`src/rtl/inst_fetch_bridge.sv`:
```
// Instruction fetch bridge between the PC stage, an SRAM-like instruction bus,
// and the decode stage. At most one bus transaction is ever outstanding; fetches
// redirected by flush while on the bus still run to completion, and their
// response is dropped.
module inst_fetch_bridge #(
    parameter bit ALIGN_CHECK = 1'b1
) (
    input  logic        clk,
    input  logic        rst,
    input  logic        pc,
    input  logic [31:0] pc_addr,
    input  logic        flush,
    input  logic        id_ready,
    output logic        inst_req,
    output logic [31:0] inst_addr,
    input  logic        inst_addr_ok,
    input  logic        inst_data_ok,
    input  logic [31:0] inst_rdata,
    output logic        inst_valid,
    output logic [31:0] inst,
    output logic [31:0] inst_pc,
    output logic        inst_adel,
    output logic        fetch_stall
);

    localparam int unsigned XLEN = 32;

    typedef enum logic [1:0] {
        IDLE  = 2'd0,
        REQ   = 2'd1,
        WAIT  = 2'd2,
        VALID = 2'd3
    } state_t;

    state_t            state, state_n;
    logic              drop, drop_n;
    logic              req_n;
    logic [XLEN-1:0]   addr_n;
    logic              valid_n;
    logic [XLEN-1:0]   inst_n;
    logic [XLEN-1:0]   pc_n;
    logic              adel_n;
    logic              accept;
    logic              misaligned;

    // PC must hold while the bus is busy or decode has not taken the held word
    assign fetch_stall = (state == REQ) || (state == WAIT) ||
                         ((state == VALID) && !id_ready);

    assign accept     = pc && !fetch_stall && !flush;
    assign misaligned = ALIGN_CHECK && (pc_addr[1:0] != 2'b00);

    // State and registered outputs
    always_ff @(posedge clk or posedge rst) begin
        if (rst) begin
            state      <= IDLE;
            drop       <= 1'b0;
            inst_req   <= 1'b0;
            inst_addr  <= '0;
            inst_valid <= 1'b0;
            inst       <= '0;
            inst_pc    <= '0;
            inst_adel  <= 1'b0;
        end else begin
            state      <= state_n;
            drop       <= drop_n;
            inst_req   <= req_n;
            inst_addr  <= addr_n;
            inst_valid <= valid_n;
            inst       <= inst_n;
            inst_pc    <= pc_n;
            inst_adel  <= adel_n;
        end
    end

    // Next-state and next-output logic
    always_comb begin
        state_n = state;
        drop_n  = drop;
        req_n   = inst_req;
        addr_n  = inst_addr;
        valid_n = inst_valid;
        inst_n  = inst;
        pc_n    = inst_pc;
        adel_n  = inst_adel;

        unique case (state)
            IDLE, VALID: begin
                // Leaving VALID: on flush, or when decode takes the word
                if (state == VALID && (flush || id_ready)) begin
                    state_n = IDLE;
                    valid_n = 1'b0;
                end
                // A new fetch may start in the same cycle the old word is consumed
                if (accept) begin
                    pc_n = pc_addr;
                    if (misaligned) begin
                        state_n = VALID;
                        valid_n = 1'b1;
                        inst_n  = '0;
                        adel_n  = 1'b1;
                        req_n   = 1'b0;
                    end else begin
                        state_n = REQ;
                        req_n   = 1'b1;
                        addr_n  = pc_addr;
                        valid_n = 1'b0;
                        adel_n  = 1'b0;
                    end
                end
            end
            REQ: begin
                // Request stays up until accepted; flush only marks it for discard
                if (flush) drop_n = 1'b1;
                if (inst_addr_ok) begin
                    req_n   = 1'b0;
                    state_n = WAIT;
                end
            end
            WAIT: begin
                if (flush) drop_n = 1'b1;
                if (inst_data_ok) begin
                    if (drop || flush) begin
                        state_n = IDLE;
                        drop_n  = 1'b0;
                    end else begin
                        state_n = VALID;
                        valid_n = 1'b1;
                        inst_n  = inst_rdata;
                        adel_n  = 1'b0;
                    end
                end
            end
            default: state_n = IDLE;
        endcase
    end

endmodule
```
`config.mk`:
```
export PLATFORM = sky130hd
export DESIGN_NAME = inst_fetch_bridge
export DESIGN_NICKNAME = d
export VERILOG_FILES = /design/src/rtl/inst_fetch_bridge.sv
export SDC_FILE = /design/constraint.sdc
export NUM_CORES = 1
export LEC_CHECK = 0
export CORE_ASPECT_RATIO = 1.5
export CORE_MARGIN = 2
export CORE_UTILIZATION = 38
export DETAILED_ROUTE_END_ITERATION = 7
export MAX_ROUTING_LAYER = met4
export PLACE_DENSITY = 0.76
export SLEW_MARGIN = 20
export SYNTH_ARGS = -nofsm -noshare
export SYNTH_HDL_FRONTEND = slang
export SYNTH_SLANG_ARGS = --single-unit
```
`constraint.sdc`:
```
create_clock -name clk -period 3.5 [get_ports clk]
set_clock_uncertainty 0.05 [all_clocks]
set_input_delay 0.7 -clock clk [delete_from_list [all_inputs] [get_ports clk]]
set_output_delay 0.7 -clock clk [all_outputs]
set_load 0.05 [all_outputs]
```
# Word level (Yosys, flattened, before mapping)
# Cells that the tools add are included.
[classes] add_sub_neg=0 multipliers=0 n_div=0 order_cmp=0 n_eq_ne=9 shift=0 mux=30 n_bitwise=1 n_reduce_logical=24
[op_table] op="32-bit 2-to-1 mux" n=4
[op_table] op="32-bit case mux with 2 select lines" n=1
[op_table] op="1-bit 2-to-1 mux" n=14
[op_table] op="2-bit 2-to-1 mux" n=6
[op_table] op="2-bit != test, second input constant" n=5
[op_table] op="3-bit AND reduction" n=3
[op_table] op="1-bit case mux with 2 select lines" n=4
[op_table] op="4-bit AND reduction" n=2
[op_table] op="2-bit nonzero test" n=4
[op_table] op="2-bit case mux with 3 select lines" n=1
[op_table] op="5-bit AND reduction" n=1
[op_table] op="2-bit equality test, second input constant" n=2
[op_table] op="1-bit logical AND" n=4
[op_table] op="1-bit logical OR" n=4
[op_table] op="1-bit logical NOT" n=3
[op_table] op="3-bit != test, second input constant" n=1
[op_table] op="2-bit by 1-bit equality test with 1-bit output, second input constant" n=1
[op_table] op="2-bit logical NOT" n=1
[op_table] op="2-bit AND reduction" n=1
[op_table] op="2-bit OR reduction" n=1
[op_table] op="1-bit inverter" n=1
[word_totals] register_bits=102 latch_bits=0 ram_bits=0 mem_bits_ro=0 in_bits=71 out_inout_bits=100 memories=0

# Depth between registers and ports, before layout
[depth] word_depth=8 depth_mapped=8

# Worst setup path after synthesis
# No wires, ideal clock.
[synth_timing] path_type="input-to-output" from="in id_ready" to="out fetch_stall" arrival_time_ns=1.332 slack_ns=1.418 path_stages=3 path_buffers=1 cell_sequence="nand2b_1 -> buf_2 -> nand2_1"
[synth_via] elab_chain_cells=3
[synth_rtl] item="from (decl)" line_no="13" source="input logic id_ready,"
[synth_rtl] item="1-bit logical NOT" line_no="48" source="((state == VALID) && !id_ready);"
[synth_rtl] item="1-bit logical AND" line_no="48"
[synth_rtl] item="1-bit logical OR" line_no="47" source="assign fetch_stall = (state == REQ) || (state == WAIT) ||"
[synth_rtl] item="to (decl)" line_no="23" source="output logic fetch_stall"
# Every way passes these cells.

# Worst setup path in the final report
# Same ends and word-level chain as after synthesis.

==> run_results.csv <==
group,metric,value,unit
layout,antenna_cells,0,
global_route,antenna_found_initial,0,
die,rows,45,
placement,place_area,5770,µm²
clocking,cts.reportedPaths.clkPinSlew,0.06,ns
placement,io_buffers,170,
job,drv_cap,0,
routing,vias,2786,
sta,maxSlewViolCount,0,
logic_synthesis,synth_most_common_cell,"dfrtp_1",
sta,finalSetupViolations,0,
clocking,clk_path_buf_depth,2,
critical_path,crit_path_end_kind,"primary output",
routing,vias_per_cell,5.09,
die,die_h,129,µm
sta,rsz0062_at_grt,"false",
logic_synthesis,synthCells,255,
logic_synthesis,synth_top_area_cell,"dfrtp_1",
global_route,grt_pass1_wl,14.1,mm
sta,max_freq,0.329,GHz
logic_synthesis,synth_ff_type,"dfrtp_1",
global_route,grt-ovfl-total,0,
die,core-area,10100,µm²
die,io_pins,171,
global_route,grtUsageTotal,0.165,
logic_synthesis,yosysSeqAreaShare,0.646,
layout,nFillCells,803,
logic_synthesis,synth_xor_area_frac,0,
sta,max_slew_margin,0.586,
pwr,peakVddDrop,675,µV
logic_synthesis,synth_top_family_by_area,"multiplexers",
pwr,powerDensity,966,nW/µm²
logic_synthesis,synthAdderAreaFrac,0.00950,
critical_path,path_class,"input pin to primary output",
routing,routedWlPerCell,16.4,µm
sta,worst_pin_slew,0.621,ns
clocking,cts_tree,"done",
logic_synthesis,synth_compound_area_frac,0.0934,
critical_path,crit_start,"id_ready",
critical_path,crit_path_cell_trace,"clkdlybuf4s50_1, nand2b_1, nand2_1, clkdlybuf4s50_1",
pwr,p_leak,2.63,nW
placement,place.gp.congestion,0.765,
critical_path,r2r_slack,1.18,ns
routing,drt_iter0_markers,53,
global_route,first_global_vias,2926,
layout,stdcell_area,6060,µm²
sta,period_share,0.869,
logic_synthesis,yosysTopAreaCellShare,0.646,
logic_synthesis,syn_nets,329,
logic_synthesis,synth-edff-count,0,
logic_synthesis,synth_mux_area_frac,0.188,
critical_path,slowest_stage,"clkdlybuf4s50_1",
critical_path,r2r_end,"inst[29]",
sta,tns,0,ns
critical_path,critPathMostFrequentCell,"clkdlybuf4s50_1",
clocking,root_buffer,"clkbuf_16",
global_route,grt_max_degree,59,
die,die_area,11200,µm²
routing,drcViolationCount,0,
critical_path,endpoint,"fetch_stall",
logic_synthesis,netlist_top_cells_area,"dfrtp_1 (65%), mux2_2 (18%), a22o_1 (7.1%)",
layout,area_delta_synth_final,53.3,%
logic_synthesis,syn-cell-area,3950,µm²
layout,layout-drive-gt1-share,0.209,
routing,drt_first_pass_iters,4,
logic_synthesis,ys_top_cells_by_count,"dfrtp_1 (102), mux2_2 (64), a22o_1 (32)",
logic_synthesis,synthSimpleGateAreaFrac,0.0332,
die,start_util,0.390,
critical_path,max_stage_delay,0.80,ns
clocking,htree_levels,3,
critical_path,arrival,2.29,ns
clocking,numCtsBuffers,9,
sta,finalCriticalPeriod,3.04,ns
critical_path,crit_path_max_fanout,7,
worst_hold_path,min_path_type,"flop to flop",
logic_synthesis,ys_seq_elements,102,
critical_path,r2r_start,"state[0]",
logic_synthesis,yosys_warnings,0,
layout,final_nets,500,
critical_path,start_kind,"input pin",
die,die_w,87.3,µm
clocking,holdBufCountCts,0,
critical_path,reg2regPathDepth,6,
routing,antenna_left,0,
clocking,cts_post_setup_buffers_inserted,0,
placement,dpl.hpwl,6.63,mm
logic_synthesis,avgSynthCellArea,15.5,µm²
logic_synthesis,synth_cell_types,29,
sta,timing_hold_violations_final,0,
critical_path,cp.required,2.75,ns
routing,routed_wl,8.95,mm
clocking,insertion_delay,0.33,ns
clocking,cts-resized-gates,0,
clocking,cts.sinks,102,
logic_synthesis,synthArstFlopShare,1.00,
outcome,status,"complete, no violations",
[critical path: cells and delay by family]
family / cells / cell delay [ns]
buffers and inverters: 2 / 1.19
AND/OR/NAND/NOR: 2 / 0.40
[layout by cell type (no fill, tap or decap), types with 2 or more instances in the layout]
cell type,count
clkdlybuf4s50_1,170
dfrtp_1,102
mux2_2,64
a22o_1,32
clkbuf_16,9
nand2_1,4
nor2_1,3
inv_1,3
a21boi_0,3
ha_1,3
buf_4,3
nand2b_1,2
nor2b_1,2
a21oi_1,2
nand3_1,2
mux2_1,2
o21ai_0,2
and2_1,2
clkinv_2,2
buf_12,2
[where the power goes]
part	switching, W	internal, W	leakage, nW
sequential	0.000218	0.00158	1.28
clock	0.000405	0.000567	0.141
combinational	0.00196	0.00111	1.21
total	0.00258	0.00326	2.63
[cell type report]
class	instances	area (µm²)	share of cell area
tap	117	146	0.0242
inverter	5	21.3	0.00351
clock inverter	4	47.5	0.00785
clock buffer	11	243	0.0401
timing repair buffer	175	1760	0.291
sequential	102	2550	0.421
multi-input combinational	133	1280	0.212
[layer usage]
layer	global-route usage	up-vias	wire, µm
met2	0.279	112	4610
met3	0.0301	11	586
met5	-	-	0
met4	0.0706	0	160
li1	-	1267	-
met1	0.190	1396	3590
[sequential cells by signal, indices dropped and copies added (netlist names)]
| signal | flops |
|---|---|
| inst_valid | 1 |
| inst_pc | 32 |
| drop | 1 |
| state | 2 |
| inst_adel | 1 |
| inst_req | 1 |
| inst | 32 |
| inst_addr | 32 |
[worst min path at each step]
stage	from	slack, ns	endpoint	cells after the start
finish	inst_addr[1]	0.44	inst_addr[1]	1
floorplan	state[1]	0.47	state[1]	1
global route	inst[8]	0.46	inst[8]	1
detailed placement	inst_addr[1]	0.43	inst_addr[1]	1
global placement	inst_addr[0]	0.42	inst_addr[0]	1
CTS	inst_addr[1]	0.45	inst_addr[1]	1
[stage by stage]
step	power (W)	setup WS [ns]	hold WS, ns	cells	util
final	0.00585	0.457	0.445	547	0.598
after global routing	0.00609	0.390	0.463	547	0.598
after CTS	0.00591	0.442	0.445	547	0.598
after detailed placement	0.00492	0.452	0.430	532	0.569
after global placement	0.00487	0.444	0.418	532	0.569
after floorplan	0.00387	0.0745	0.467	255	-
[cells by family after synthesis]
group,after synthesis
AOI/OAI and AO/OA,45
and+or+nand+nor,19
DFF,102
muxes,66
adders and majority gates,3
buffers and inverters,20
Note: power is estimated with default switching activity, not from simulation.
